**config.mk**
```make
export PLATFORM = sky130hd
export DESIGN_NAME = pipeline_hazard_controller_flat
export DESIGN_NICKNAME = d
export VERILOG_FILES = /design/src/rtl/pipeline_ctrl_pkg.sv /design/src/rtl/pipeline_hazard_controller_if.sv /design/src/rtl/pipeline_hazard_controller_load_use.sv /design/src/rtl/pipeline_hazard_controller.sv /design/src/flat_wrapper.sv
export SDC_FILE = /design/constraint.sdc
export NUM_CORES = 1
export LEC_CHECK = 0
export BUFFER_PORTS_ARGS = -buffer_cell sky130_fd_sc_hd__buf_2
export CORE_UTILIZATION = 40
export CTS_BUF_LIST = sky130_fd_sc_hd__clkbuf_8
export DETAILED_ROUTE_END_ITERATION = 7
export PLACE_DENSITY = 0.83
export SYNTH_ARGS = -nofsm -noshare
export SYNTH_HDL_FRONTEND = slang
export SYNTH_SLANG_ARGS = --single-unit
```
**constraint.sdc**
```tcl
create_clock -name clk -period 2.2 [get_ports clk]
set_clock_uncertainty 0.2 [all_clocks]
set_input_delay 0.44 -clock clk [delete_from_list [all_inputs] [get_ports clk]]
set_output_delay 0.44 -clock clk [all_outputs]
set_load 0.005 [all_outputs]
```
**src/rtl/pipeline_ctrl_pkg.sv**
```systemverilog
// Shared types and constants for the hazard controller and the pipeline registers it steers.
package pipeline_ctrl_pkg;

    localparam int REG_IDX_W  = 5;
    localparam int WDOG_CNT_W = 6;

    typedef enum logic [1:0] {
        ST_RUN           = 2'd0,
        ST_MULDIV_WAIT   = 2'd1,
        ST_FLUSH_PENDING = 2'd2
    } ctrl_state_e;

    // Control fields carried by ID/EX; a bubble or flush loads all zeros.
    typedef struct packed {
        logic reg_write_en;
        logic mem_read;
        logic mem_write;
        logic branch;
        logic jump;
        logic muldiv_start;
    } stage_ctrl_t;

    localparam stage_ctrl_t NOP_CTRL        = '0;
    localparam logic [31:0] NOP_INSTRUCTION = 32'h0000_0013;  // addi x0, x0, 0

endpackage

```
**src/rtl/pipeline_hazard_controller_if.sv**
```systemverilog
// Hazard-controller bundle: ID/EX hazard sources and memory stalls in, stage holds/bubble/flushes out.
interface pipeline_hazard_controller_if;
    import pipeline_ctrl_pkg::*;

    logic [REG_IDX_W-1:0] id_rs1;
    logic [REG_IDX_W-1:0] id_rs2;
    logic [REG_IDX_W-1:0] ex_rd;
    logic                 id_uses_rs1;
    logic                 id_uses_rs2;
    logic                 ex_mem_read;
    logic                 ex_reg_write_en;
    logic                 ex_branch_taken;
    logic                 ex_muldiv_start;
    logic                 muldiv_done;
    logic                 imem_busywait;
    logic                 dmem_busywait;

    logic                 pc_hold;
    logic                 if_id_hold;
    logic                 id_ex_hold;
    logic                 ex_mem_hold;
    logic                 id_ex_bubble;
    logic                 if_id_flush;
    logic                 id_ex_flush;
    logic                 muldiv_error;
    logic [1:0]           ctrl_state;

    modport master (
        output id_rs1, id_rs2, ex_rd, id_uses_rs1, id_uses_rs2, ex_mem_read,
               ex_reg_write_en, ex_branch_taken, ex_muldiv_start, muldiv_done,
               imem_busywait, dmem_busywait,
        input  pc_hold, if_id_hold, id_ex_hold, ex_mem_hold, id_ex_bubble,
               if_id_flush, id_ex_flush, muldiv_error, ctrl_state
    );

    modport slave (
        input  id_rs1, id_rs2, ex_rd, id_uses_rs1, id_uses_rs2, ex_mem_read,
               ex_reg_write_en, ex_branch_taken, ex_muldiv_start, muldiv_done,
               imem_busywait, dmem_busywait,
        output pc_hold, if_id_hold, id_ex_hold, ex_mem_hold, id_ex_bubble,
               if_id_flush, id_ex_flush, muldiv_error, ctrl_state
    );

endinterface

```
**src/rtl/pipeline_hazard_controller_load_use.sv**
```systemverilog
// Combinational load-use detector: the ID instruction reads a register the EX load is about to write.
module load_use_detector
    import pipeline_ctrl_pkg::*;
(
    input  logic [REG_IDX_W-1:0] id_rs1,
    input  logic [REG_IDX_W-1:0] id_rs2,
    input  logic [REG_IDX_W-1:0] ex_rd,
    input  logic                 id_uses_rs1,
    input  logic                 id_uses_rs2,
    input  logic                 ex_mem_read,
    input  logic                 ex_reg_write_en,
    output logic                 load_use
);

    logic rs1_hit;
    logic rs2_hit;

    assign rs1_hit  = id_uses_rs1 && (id_rs1 == ex_rd);
    assign rs2_hit  = id_uses_rs2 && (id_rs2 == ex_rd);
    // x0 is never a real dependency.
    assign load_use = ex_mem_read && ex_reg_write_en && (ex_rd != '0) && (rs1_hit || rs2_hit);

endmodule

```
**src/rtl/pipeline_hazard_controller.sv**
```systemverilog
// Pipeline hazard controller: load-use bubbles, branch flushes, mul/div stalls with a watchdog.
// Optional STALL_CYCLES/FLUSH_COUNT statistics are enabled by defining HAZARD_STALL_COUNTERS_EN.
module pipeline_hazard_controller
    import pipeline_ctrl_pkg::*;
#(
    parameter int MULDIV_MAX_CYCLES = 34
) (
    input  logic                          clk,
    input  logic                          reset,
    pipeline_hazard_controller_if.slave   hz
`ifdef HAZARD_STALL_COUNTERS_EN
    ,
    output logic [31:0]                   stall_cycles,
    output logic [31:0]                   flush_count
`endif
);

    localparam logic [WDOG_CNT_W-1:0] MAX_CNT = WDOG_CNT_W'(MULDIV_MAX_CYCLES);

    ctrl_state_e           state;
    ctrl_state_e           state_next;
    logic [WDOG_CNT_W-1:0] cnt;
    logic [WDOG_CNT_W-1:0] cnt_next;
    logic                  error_next;
    logic                  muldiv_error_q;
    logic                  mem_busy;
    logic                  load_use;
    logic                  hold_all;
    logic                  bubble;
    logic                  flush;

    load_use_detector u_load_use (
        .id_rs1          (hz.id_rs1),
        .id_rs2          (hz.id_rs2),
        .ex_rd           (hz.ex_rd),
        .id_uses_rs1     (hz.id_uses_rs1),
        .id_uses_rs2     (hz.id_uses_rs2),
        .ex_mem_read     (hz.ex_mem_read),
        .ex_reg_write_en (hz.ex_reg_write_en),
        .load_use        (load_use)
    );

    assign mem_busy = hz.imem_busywait | hz.dmem_busywait;

    always_comb begin
        // NOTE: every output of this block gets a default first so no path infers a latch.
        state_next = state;
        cnt_next   = cnt;
        error_next = 1'b0;
        hold_all   = 1'b0;
        bubble     = 1'b0;
        flush      = 1'b0;
        case (state)
            ST_RUN: begin
                if (hz.ex_branch_taken) begin
                    if (mem_busy) state_next = ST_FLUSH_PENDING;
                    else          flush      = 1'b1;
                end else if (hz.ex_muldiv_start && !hz.muldiv_done) begin
                    hold_all   = 1'b1;
                    state_next = ST_MULDIV_WAIT;
                end else if (load_use && !mem_busy) begin
                    // A held ID/EX cannot take a bubble; it is inserted once memory releases.
                    bubble = 1'b1;
                end
            end
            ST_MULDIV_WAIT: begin
                if (hz.muldiv_done) begin
                    state_next = ST_RUN;
                end else begin
                    hold_all = 1'b1;
                    if (cnt == MAX_CNT) begin
                        error_next = 1'b1;
                        state_next = ST_RUN;
                    end
                end
            end
            ST_FLUSH_PENDING: begin
                if (!mem_busy) begin
                    flush      = 1'b1;
                    state_next = ST_RUN;
                end
            end
            default: state_next = ST_RUN;
        endcase

        if (state_next == ST_RUN)  cnt_next = '0;
        else if (state == ST_RUN)  cnt_next = WDOG_CNT_W'(1);
        else if (cnt != '1)        cnt_next = cnt + 1'b1;
    end

    always_ff @(posedge clk) begin
        // NOTE: non-blocking assignments so every flop samples pre-edge values; reset is sampled on the edge.
        if (!reset) begin
            state          <= ST_RUN;
            cnt            <= '0;
            muldiv_error_q <= 1'b0;
        end else begin
            state          <= state_next;
            cnt            <= cnt_next;
            muldiv_error_q <= error_next;
        end
    end

    // While reset is low the pipeline registers are forced to load NOPs and nothing is held.
    assign hz.pc_hold      = reset & (hold_all | bubble | mem_busy);
    assign hz.if_id_hold   = reset & (hold_all | bubble | mem_busy);
    assign hz.id_ex_hold   = reset & (hold_all | mem_busy);
    assign hz.ex_mem_hold  = reset & (hold_all | mem_busy);
    assign hz.id_ex_bubble = reset & bubble;
    assign hz.if_id_flush  = !reset | flush;
    assign hz.id_ex_flush  = !reset | flush;
    assign hz.muldiv_error = muldiv_error_q;
    assign hz.ctrl_state   = state;

`ifdef HAZARD_STALL_COUNTERS_EN
    logic any_stall;

    assign any_stall = hz.pc_hold | hz.if_id_hold | hz.id_ex_hold | hz.ex_mem_hold | hz.id_ex_bubble;

    always_ff @(posedge clk) begin
        if (!reset) begin
            stall_cycles <= '0;
            flush_count  <= '0;
        end else begin
            if (any_stall)      stall_cycles <= stall_cycles + 32'd1;
            if (hz.id_ex_flush) flush_count  <= flush_count + 32'd1;
        end
    end
`endif

endmodule

```
**src/flat_wrapper.sv**
```systemverilog
// flat-port wrapper written by rule: the top's interface ports become plain ports
module pipeline_hazard_controller_flat import pipeline_ctrl_pkg::*;
#(
    parameter int MULDIV_MAX_CYCLES = 34
)
  (clk, reset, hz_id_rs1, hz_id_rs2, hz_ex_rd, hz_id_uses_rs1, hz_id_uses_rs2, hz_ex_mem_read, hz_ex_reg_write_en, hz_ex_branch_taken, hz_ex_muldiv_start, hz_muldiv_done, hz_imem_busywait, hz_dmem_busywait, hz_pc_hold, hz_if_id_hold, hz_id_ex_hold, hz_ex_mem_hold, hz_id_ex_bubble, hz_if_id_flush, hz_id_ex_flush, hz_muldiv_error, hz_ctrl_state);
  pipeline_hazard_controller_if hz_i ();
  input  logic clk;
  input  logic reset;
  input wire logic [$bits(hz_i.id_rs1)-1:0] hz_id_rs1;
  input wire logic [$bits(hz_i.id_rs2)-1:0] hz_id_rs2;
  input wire logic [$bits(hz_i.ex_rd)-1:0] hz_ex_rd;
  input wire logic [$bits(hz_i.id_uses_rs1)-1:0] hz_id_uses_rs1;
  input wire logic [$bits(hz_i.id_uses_rs2)-1:0] hz_id_uses_rs2;
  input wire logic [$bits(hz_i.ex_mem_read)-1:0] hz_ex_mem_read;
  input wire logic [$bits(hz_i.ex_reg_write_en)-1:0] hz_ex_reg_write_en;
  input wire logic [$bits(hz_i.ex_branch_taken)-1:0] hz_ex_branch_taken;
  input wire logic [$bits(hz_i.ex_muldiv_start)-1:0] hz_ex_muldiv_start;
  input wire logic [$bits(hz_i.muldiv_done)-1:0] hz_muldiv_done;
  input wire logic [$bits(hz_i.imem_busywait)-1:0] hz_imem_busywait;
  input wire logic [$bits(hz_i.dmem_busywait)-1:0] hz_dmem_busywait;
  output wire logic [$bits(hz_i.pc_hold)-1:0] hz_pc_hold;
  output wire logic [$bits(hz_i.if_id_hold)-1:0] hz_if_id_hold;
  output wire logic [$bits(hz_i.id_ex_hold)-1:0] hz_id_ex_hold;
  output wire logic [$bits(hz_i.ex_mem_hold)-1:0] hz_ex_mem_hold;
  output wire logic [$bits(hz_i.id_ex_bubble)-1:0] hz_id_ex_bubble;
  output wire logic [$bits(hz_i.if_id_flush)-1:0] hz_if_id_flush;
  output wire logic [$bits(hz_i.id_ex_flush)-1:0] hz_id_ex_flush;
  output wire logic [$bits(hz_i.muldiv_error)-1:0] hz_muldiv_error;
  output wire logic [$bits(hz_i.ctrl_state)-1:0] hz_ctrl_state;
  assign hz_i.id_rs1 = hz_id_rs1;
  assign hz_i.id_rs2 = hz_id_rs2;
  assign hz_i.ex_rd = hz_ex_rd;
  assign hz_i.id_uses_rs1 = hz_id_uses_rs1;
  assign hz_i.id_uses_rs2 = hz_id_uses_rs2;
  assign hz_i.ex_mem_read = hz_ex_mem_read;
  assign hz_i.ex_reg_write_en = hz_ex_reg_write_en;
  assign hz_i.ex_branch_taken = hz_ex_branch_taken;
  assign hz_i.ex_muldiv_start = hz_ex_muldiv_start;
  assign hz_i.muldiv_done = hz_muldiv_done;
  assign hz_i.imem_busywait = hz_imem_busywait;
  assign hz_i.dmem_busywait = hz_dmem_busywait;
  assign hz_pc_hold = hz_i.pc_hold;
  assign hz_if_id_hold = hz_i.if_id_hold;
  assign hz_id_ex_hold = hz_i.id_ex_hold;
  assign hz_ex_mem_hold = hz_i.ex_mem_hold;
  assign hz_id_ex_bubble = hz_i.id_ex_bubble;
  assign hz_if_id_flush = hz_i.if_id_flush;
  assign hz_id_ex_flush = hz_i.id_ex_flush;
  assign hz_muldiv_error = hz_i.muldiv_error;
  assign hz_ctrl_state = hz_i.ctrl_state;
  pipeline_hazard_controller #(.MULDIV_MAX_CYCLES(MULDIV_MAX_CYCLES)) u_core (.clk(clk), .reset(reset), .hz(hz_i));
endmodule
```
==> flow_summary.ini, run 1 <==
[finish]
layout-drive-gt1-share = 0.464
num_antenna_cells = 0
syn2layout_area_growth_pct = 44.6
final_net_count = 141

[worst_hold_path]
hp-start = reset
holdPathStages = 3
hold_path_class = input port to register
hold_end = u_core.hz.muldiv_error

[yosys]
syn_area_um2 = 664
postSynthCellCount = 77
synth_cell_types = 35
ys_seq_elements = 9
yosysTopAreaCell = dfxtp_1
synth_edf_count = 0
synth_fp_nets = 105
synth_async_sr_flop_share = 0
avgSynthCellArea_um2 = 8.63
synthFlopType = dfxtp_1
netlist_top_cells_area = dfxtp_1, xor2_1, nor2_1
synth_top_area_frac = 0.271
yosys_warnings = 0
yosysSeqAreaShare = 0.271

[timing]
fmax_mhz = 461
period_needed_ps = 2170
hold_viol = 0
final.period_utilization = 0.986
setup_ws_ps = 31.7
setup_viol = 0
rsz0062_at_grt = yes
max_slew.worst_pin.slew_ps = 342
slew_headroom = 0.769
fin_tns_setup_ps = 0
drv_slew = 0

[clock_tree]
worst_skew_pair.late_latency_ps = 230
tritoncts = built
cts.path.max_buffers = 2
holdBufCountCts = 0
postCtsSetupBuffers = 0
clk_pin_slew_ps = 40
cts_root_buf = clkbuf_8
htreeDepth = 1
cts_made_buffers = 3
cts.sinks = 9

[critical_path]
crit_type = input port to primary output
worstPathMaxFanout = 3
cpMaxStageDelayCell = or4_1
reg2reg_slack_ps = 570
path_buf_inv = 2
slowest_delay_ps = 530
critPathLaunchType = input port
crit_required_ps = 1560
timing.rr.end = u_core.cnt[0]
path_cells = buf_6 > or4_1 > nor2_1 > or3_1 > o21bai_1 > buf_2
worst_r2r_path_depth = 6
crit_cells = 6
end_kind = primary output
crit_family = simple AND/OR/NAND/NOR gates
crit_arrival_ps = 1530
r2r_start = u_core.cnt[0]

[detailed_routing]
drtPass1Iterations = 4
vias_per_cell = 5.61
drcViolationCount = 0
wl_per_cell_um = 14.4
vias = 718
final_antenna_net_count = 0
dr.first_iter.drc_count = 13
finalWirelength_mm = 1.85

[global_route]
grt_start_max_net_pins = 10
grt_pass1_wl_mm = 2.78
grt_pass1_vias = 668
grt_antenna_before_repair = 0
grtUsageTotal = 0.201
grt_remaining_overflow = 0

[die]
coreArea_um2 = 1520
die_w_um = 42.8
boundaryPins = 36
die_area_um2 = 1830
start_util = 0.436
row_count = 14
die_height_um = 42.8

[placed_design]
io_buffers = 35
globalplace.congestion = 0.834
dpl_worst_slack_ps = 10.5
dp_hpwl_mm = 1.35

[power_and_ir_drop]
ir_drop_uv = 397
power_density_nw_per_um2 = 480
p_leak_nw = 0.425

[run_status]
status = finished clean

[job]
maxCapViolations = 0
## logic make-up after synthesis
| kind of cell | share of synthesized area |
|---|---|
| compound gates | 0.164 |
| xor+xnor | 0.158 |
| fa+ha+maj | 0.0377 |
| buf+inv | 0.0471 |
| flops | 0.271 |
| simple gates | 0.322 |
## where the power goes
part	switching (W)	internal, W	leakage [nW]
registers	0.00000823	0.000169	0.0739
clock network	0.0000579	0.000121	0.0269
logic	0.0000501	0.0000555	0.324
## routing by layer
layer | GRT usage | share of wire | vias to the layer above
li1 | - | - | 352
met1 | 0.218 | 0.35 | 326
met2 | 0.367 | 0.57 | 34
met3 | 0.0255 | 0.054 | 6
met4 | 0.113 | 0.028 | 0
met5 | 0 | 0 | -
## synth_stat cells (2+ instances only)
master / count
nand2_1: 4
nor4_1: 3
buf_4: 3
nor3_1: 3
o211a_1: 2
ha_1: 2
dfxtp_1: 9
nor2_1: 10
nand3_1: 4
xor2_1: 9
xnor2_1: 3
nor3b_1: 2
## worst max-delay path by stage
stage | slack (ps) | startpoint | end
after detailed placement | 10 | hz_dmem_busywait | hz_pc_hold
final | 30 | hz_ex_rd[1] | hz_pc_hold
after global routing | -60 | hz_dmem_busywait | hz_pc_hold
after global placement | 60 | hz_ex_rd[1] | hz_pc_hold
after floorplan | 170 | hz_dmem_busywait | hz_pc_hold
after CTS | 10 | hz_dmem_busywait | hz_pc_hold
## final cells by class
class | instances | area, um2
repair buffers | 35 | 200
fillers | 121 | 563
clock inverters | 1 | 3.75
inverters | 1 | 3.75
flip-flops and latches | 9 | 183
multi-input cells | 63 | 509
clock buffers | 3 | 41.3
well taps | 16 | 20.0
## sequential cells by signal, indices dropped and copies added (netlist names)
register                count
u_core.hz.muldiv_error      1
u_core.hz.ctrl_state        2
u_core.cnt                  6
## metrics by stage
| step | power, W | util | cell area, um2 | std cells | hold slack, ps |
|---|---|---|---|---|---|
| 2_1_floorplan | 0.000225 | - | 664 | 77 | 310 |
| 3_3_place_gp | 0.000263 | 0.546 | 832 | 124 | 320 |
| 3_5_place_dp | 0.000267 | 0.546 | 832 | 124 | 331 |
| 4_1_cts | 0.000453 | 0.577 | 880 | 128 | 301 |
| 5_1_grt | 0.000486 | 0.631 | 961 | 128 | 319 |
| 6_report | 0.000461 | 0.631 | 961 | 128 | 307 |
## layout by cell type, fill, tap and decap left out, types with 2 or more instances in the layout
cell type	Yosys	final
buf_6	0	4
dfxtp_2	0	2
o211a_1	2	2
buf_2	1	31
clkbuf_8	0	3
dfxtp_1	9	7
xor2_2	0	2
nor4_2	0	3
ha_1	2	2
xor2_1	9	7
nand3_1	4	4
nor2_1	10	8
xnor2_1	3	3
inv_1	1	2
nor2_2	1	2
nand2_1	4	4
nor3_1	3	3
## tightest hold or removal path, cell delays in order
cell and delay (ps):
buf_2 140, nand2_1 70, nor3_1 40
## repair_timing
item,4_1_cts,5_1_grt
pin swaps,0,6
resized for setup,2,16
setup endpoints to repair,2,3
No activity file was read; power rests on OpenSTA's default activity.
==> inputs of run 2 (changes only) <==
==> constraint.sdc (replaced) <==
create_clock -name clk -period 2.2 [get_ports clk]
set_clock_uncertainty 0.2 [all_clocks]
set_input_delay 0 -clock clk [delete_from_list [all_inputs] [get_ports clk]]
set_output_delay 0 -clock clk [all_outputs]
set_load 0.005 [all_outputs]
==> flow_summary.ini, run 2 (synthesized netlist as in run 1, its figures left out) <==
[finish]
layout-drive-gt1-share = 0.357
regMostFlops = u_core.cnt
final-seq-area_um2 = 180
syn2layout_area_growth_pct = 36.5
fillers = 148
final_area_um2 = 907
layout.cells.most_common_list = buf_2, nor2_1, xor2_1, dfxtp_1
mostFrequentLayoutCell = buf_2
final_util = 0.595
fin_cells = 131
final_net_count = 144
multiInputGateArea_um2 = 453
largest_reg_flops = 6
num_antenna_cells = 0

[timing]
max_slew.worst_pin.slew_ps = 412
period_needed_ps = 2010
hold_viol = 0
drv_slew = 0
setup_viol = 0
fmax_mhz = 497
slew_headroom = 0.725
final.period_utilization = 0.915
rsz0062_at_grt = no
fin_tns_setup_ps = 0

[detailed_routing]
drcViolationCount = 0
finalWirelength_mm = 1.63
vias_per_cell = 5.36
dr.first_iter.drc_count = 13
vias = 702
final_antenna_net_count = 0
drtPass1Iterations = 4
wl_per_cell_um = 12.4

[placed_design]
dp_hpwl_mm = 1.32
post_dp_cell_area_um2 = 832
globalplace.congestion = 0.824
io_buffers = 35
dpl.cell_count = 124

[power_and_ir_drop]
finalPower_w = 0.000453
power_density_nw_per_um2 = 499
seq_power_share = 0.386
ir_drop_uv = 481
p_sw_frac = 0.251
p_sw_w = 0.000114
p_int_w = 0.000339
p_leak_nw = 0.413
pwr-share-clk = 0.412
p_comb_frac = 0.202

[job]
maxCapViolations = 0

[critical_path]
crit_arrival_ps = 1970
end_kind = register
worstPathMaxFanout = 8
critPathLaunchType = register
crit_type = register to register
crit_required_ps = 2160

[clock_tree]
holdBufCountCts = 3
htreeDepth = 1
worst_skew_pair.late_latency_ps = 240
clk_pin_slew_ps = 50
cts_root_buf = clkbuf_8
postCtsSetupBuffers = 0
cts.sinks = 9
tritoncts = built
cts_made_buffers = 3
cts.path.max_buffers = 2
cts_resized = 0

[die]
start_util = 0.436
row_count = 14
die_w_um = 42.8
coreArea_um2 = 1520
boundaryPins = 36
die_area_um2 = 1830
die_height_um = 42.8

[run_status]
status = finished clean

[global_route]
grt_pass1_wl_mm = 2.75
grt_remaining_overflow = 0
grtUsageTotal = 0.197
grt_pass1_vias = 670
grt_antenna_before_repair = 0
grt_start_max_net_pins = 10

[worst_hold_path]
hold_path_class = input port to register
-- run 2: through the flow --
stage,hold WS [ps],setup WS (ps)
after detailed placement,115,535
final,31.8,186
after floorplan,-131,666
after global placement,102,637
after CTS,25.6,166
after global routing,40.3,40.6
-- run 2: final timing paths --
kind                            from                       to  slack, ps  depth (start not counted)
max          u_core.hz.ctrl_state[0]   u_core.hz.muldiv_error        190                          4
min                 hz_imem_busywait  u_core.hz.ctrl_state[1]         30                          3
max reg2reg  u_core.hz.ctrl_state[0]   u_core.hz.muldiv_error        190                          4
min reg2reg            u_core.cnt[1]            u_core.cnt[1]        340                          2
-- run 2: cell type report --
cell class | count | share of cell area
clock buffers | 3 | 0.0455
well taps | 16 | 0.0221
repair buffers | 38 | 0.226
inverters | 1 | 0.00414
clock inverters | 1 | 0.00414
multi-input cells | 63 | 0.499
flip-flops and latches | 9 | 0.199
-- run 2: metal layers --
| layer | routed length [um] | share of wire | global-route usage |
|---|---|---|---|
| met2 | 824 | 0.51 | 0.352 |
| met5 | 0 | 0 | 0 |
| met1 | 657 | 0.40 | 0.216 |
| met4 | 37 | 0.023 | 0.113 |
| met3 | 106 | 0.065 | 0.0340 |
-- run 2: worst max-delay path, stage by stage, from the launching register on --
cell and delay (ps):
dfxtp_1 510, nor3b_1 420, nand2_1 90, dlygate4sd3_1 580, nor3_1 140
-- run 2: power by group through the flow --
| stage | clock (W) | combinational, W | sequential, W |
|---|---|---|---|
| 6_report | 0.000187 | 0.0000915 | 0.000175 |
| 5_1_grt | 0.000195 | 0.000101 | 0.000176 |
| 4_1_cts | 0.000191 | 0.0000923 | 0.000175 |
| 3_5_place_dp | 0 | 0.0000889 | 0.000178 |
| 3_3_place_gp | 0 | 0.0000859 | 0.000177 |
| 2_1_floorplan | 0 | 0.0000480 | 0.000177 |
==> inputs of run 3 (changes only) <==
--- a/config.mk
+++ b/config.mk
@@ -10,6 +10,7 @@
 export CTS_BUF_LIST = sky130_fd_sc_hd__clkbuf_8
 export DETAILED_ROUTE_END_ITERATION = 7
 export PLACE_DENSITY = 0.83
+export RECOVER_POWER = 50
 export SYNTH_ARGS = -nofsm -noshare
 export SYNTH_HDL_FRONTEND = slang
 export SYNTH_SLANG_ARGS = --single-unit
==> flow_summary.ini, run 3 (synthesized netlist as in run 1, its figures left out) <==
[critical_path]
r2r_start = u_core.hz.ctrl_state[0]
end_kind = register
critPathLaunchType = register
crit_type = register to register
crit_required_ps = 2150
reg2reg_slack_ps = 250
crit_arrival_ps = 1910
timing.rr.end = u_core.hz.muldiv_error
worst_r2r_path_depth = 4
worstPathMaxFanout = 8

[finish]
mostFrequentLayoutCell = buf_2
fillers = 151
layout.cells.most_common_list = buf_2, nor2_1, xor2_1, dfxtp_1
regMostFlops = u_core.cnt
largest_reg_flops = 6
layout-drive-gt1-share = 0.322
final_net_count = 144
syn2layout_area_growth_pct = 33.0
final_area_um2 = 883
fin_cells = 131
final_util = 0.580
num_antenna_cells = 0

[detailed_routing]
final_antenna_net_count = 0
vias = 704
vias_per_cell = 5.37
drcViolationCount = 0
wl_per_cell_um = 12.3
dr.first_iter.drc_count = 15
finalWirelength_mm = 1.62
drtPass1Iterations = 4

[worst_hold_path]
hp-start = hz_imem_busywait
holdPathStages = 3
hold_path_class = input port to register
hold_end = u_core.hz.ctrl_state[1]

[global_route]
grtUsageTotal = 0.197
grt_start_max_net_pins = 10
grt_pass1_vias = 670
grt_antenna_before_repair = 0
grt_remaining_overflow = 0
grt_pass1_wl_mm = 2.75

[timing]
slew_headroom = 0.629
max_slew.worst_pin.slew_ps = 548
drv_slew = 0
fmax_mhz = 512
final.period_utilization = 0.888
setup_viol = 0
hold_viol = 1
fin_hold_ws_ps = -19.9
fin_tns_setup_ps = 0
setup_ws_ps = 246
period_needed_ps = 1950
rsz0062_at_grt = no

[power_and_ir_drop]
p_leak_nw = 0.392
ir_drop_uv = 472
power_density_nw_per_um2 = 506

[placed_design]
globalplace.congestion = 0.824
dpl.cell_count = 124
post_dp_cell_area_um2 = 832
dp_hpwl_mm = 1.32
io_buffers = 35
dpl_worst_slack_ps = 535

[die]
coreArea_um2 = 1520
start_util = 0.436
die_height_um = 42.8
die_area_um2 = 1830
row_count = 14
boundaryPins = 36
die_w_um = 42.8

[clock_tree]
cts_made_buffers = 3
tritoncts = built
clk_pin_slew_ps = 50
cts.sinks = 9
htreeDepth = 1
cts_root_buf = clkbuf_8
worst_skew_pair.late_latency_ps = 230
postCtsSetupBuffers = 0
holdBufCountCts = 3
cts_resized = 0
cts.path.max_buffers = 2

[job]
maxCapViolations = 0

[run_status]
violations = hold timing
status = finished with violations
==> run 3: worst max path at each step <==
| stage | start | end | slack, ps | cells after the start |
|---|---|---|---|---|
| finish | u_core.hz.ctrl_state[0] | u_core.hz.muldiv_error | 250 | 4 |
| global route | u_core.hz.ctrl_state[1] | u_core.cnt[1] | 30 | 4 |
| CTS | u_core.hz.ctrl_state[0] | u_core.hz.muldiv_error | 170 | 4 |
| detailed placement | u_core.hz.ctrl_state[0] | u_core.cnt[0] | 540 | 4 |
| global placement | u_core.cnt[0] | u_core.cnt[0] | 640 | 6 |
| floorplan | u_core.hz.ctrl_state[0] | hz_pc_hold | 670 | 4 |
==> run 3: power breakdown <==
group	internal (W)	switching (W)
Sequential	0.000168	0.00000607
Combinational	0.0000465	0.0000402
Clock	0.000121	0.0000645
Total	0.000336	0.000111
==> run 3: per-stage QoR <==
stage          hold slack [ps]  total power, W
2_1_floorplan             -131        0.000225
3_3_place_gp               102        0.000263
3_5_place_dp               115        0.000267
4_1_cts                   25.6        0.000458
5_1_grt                   15.4        0.000467
6_report                 -19.9        0.000447
==> run 3: cell type report <==
cell class	count	area, um2	area share
inverter	1	3.75	0.00425
multi-input combinational	63	432	0.489
clock buffer	3	41.3	0.0467
tap	16	20.0	0.0227
timing repair buffer	38	203	0.229
sequential	9	180	0.204
clock inverter	1	3.75	0.00425
==> run 3: layer usage <==
| metal | routed length, um | up-vias | share of wire | track usage |
|---|---|---|---|---|
| li1 | - | 358 | - | - |
| met1 | 642 | 314 | 0.40 | 0.216 |
| met5 | 0 | - | 0 | 0 |
| met2 | 847 | 30 | 0.52 | 0.352 |
| met4 | 19 | 0 | 0.012 | 0.113 |
| met3 | 106 | 2 | 0.066 | 0.0340 |
==> run 3: critical path, cell delays in order (launching register included) <==
cell	delay, ps
dfxtp_1	460
nor3b_1	420
nand2_1	90
dlygate4sd3_1	570
nor3_1	140
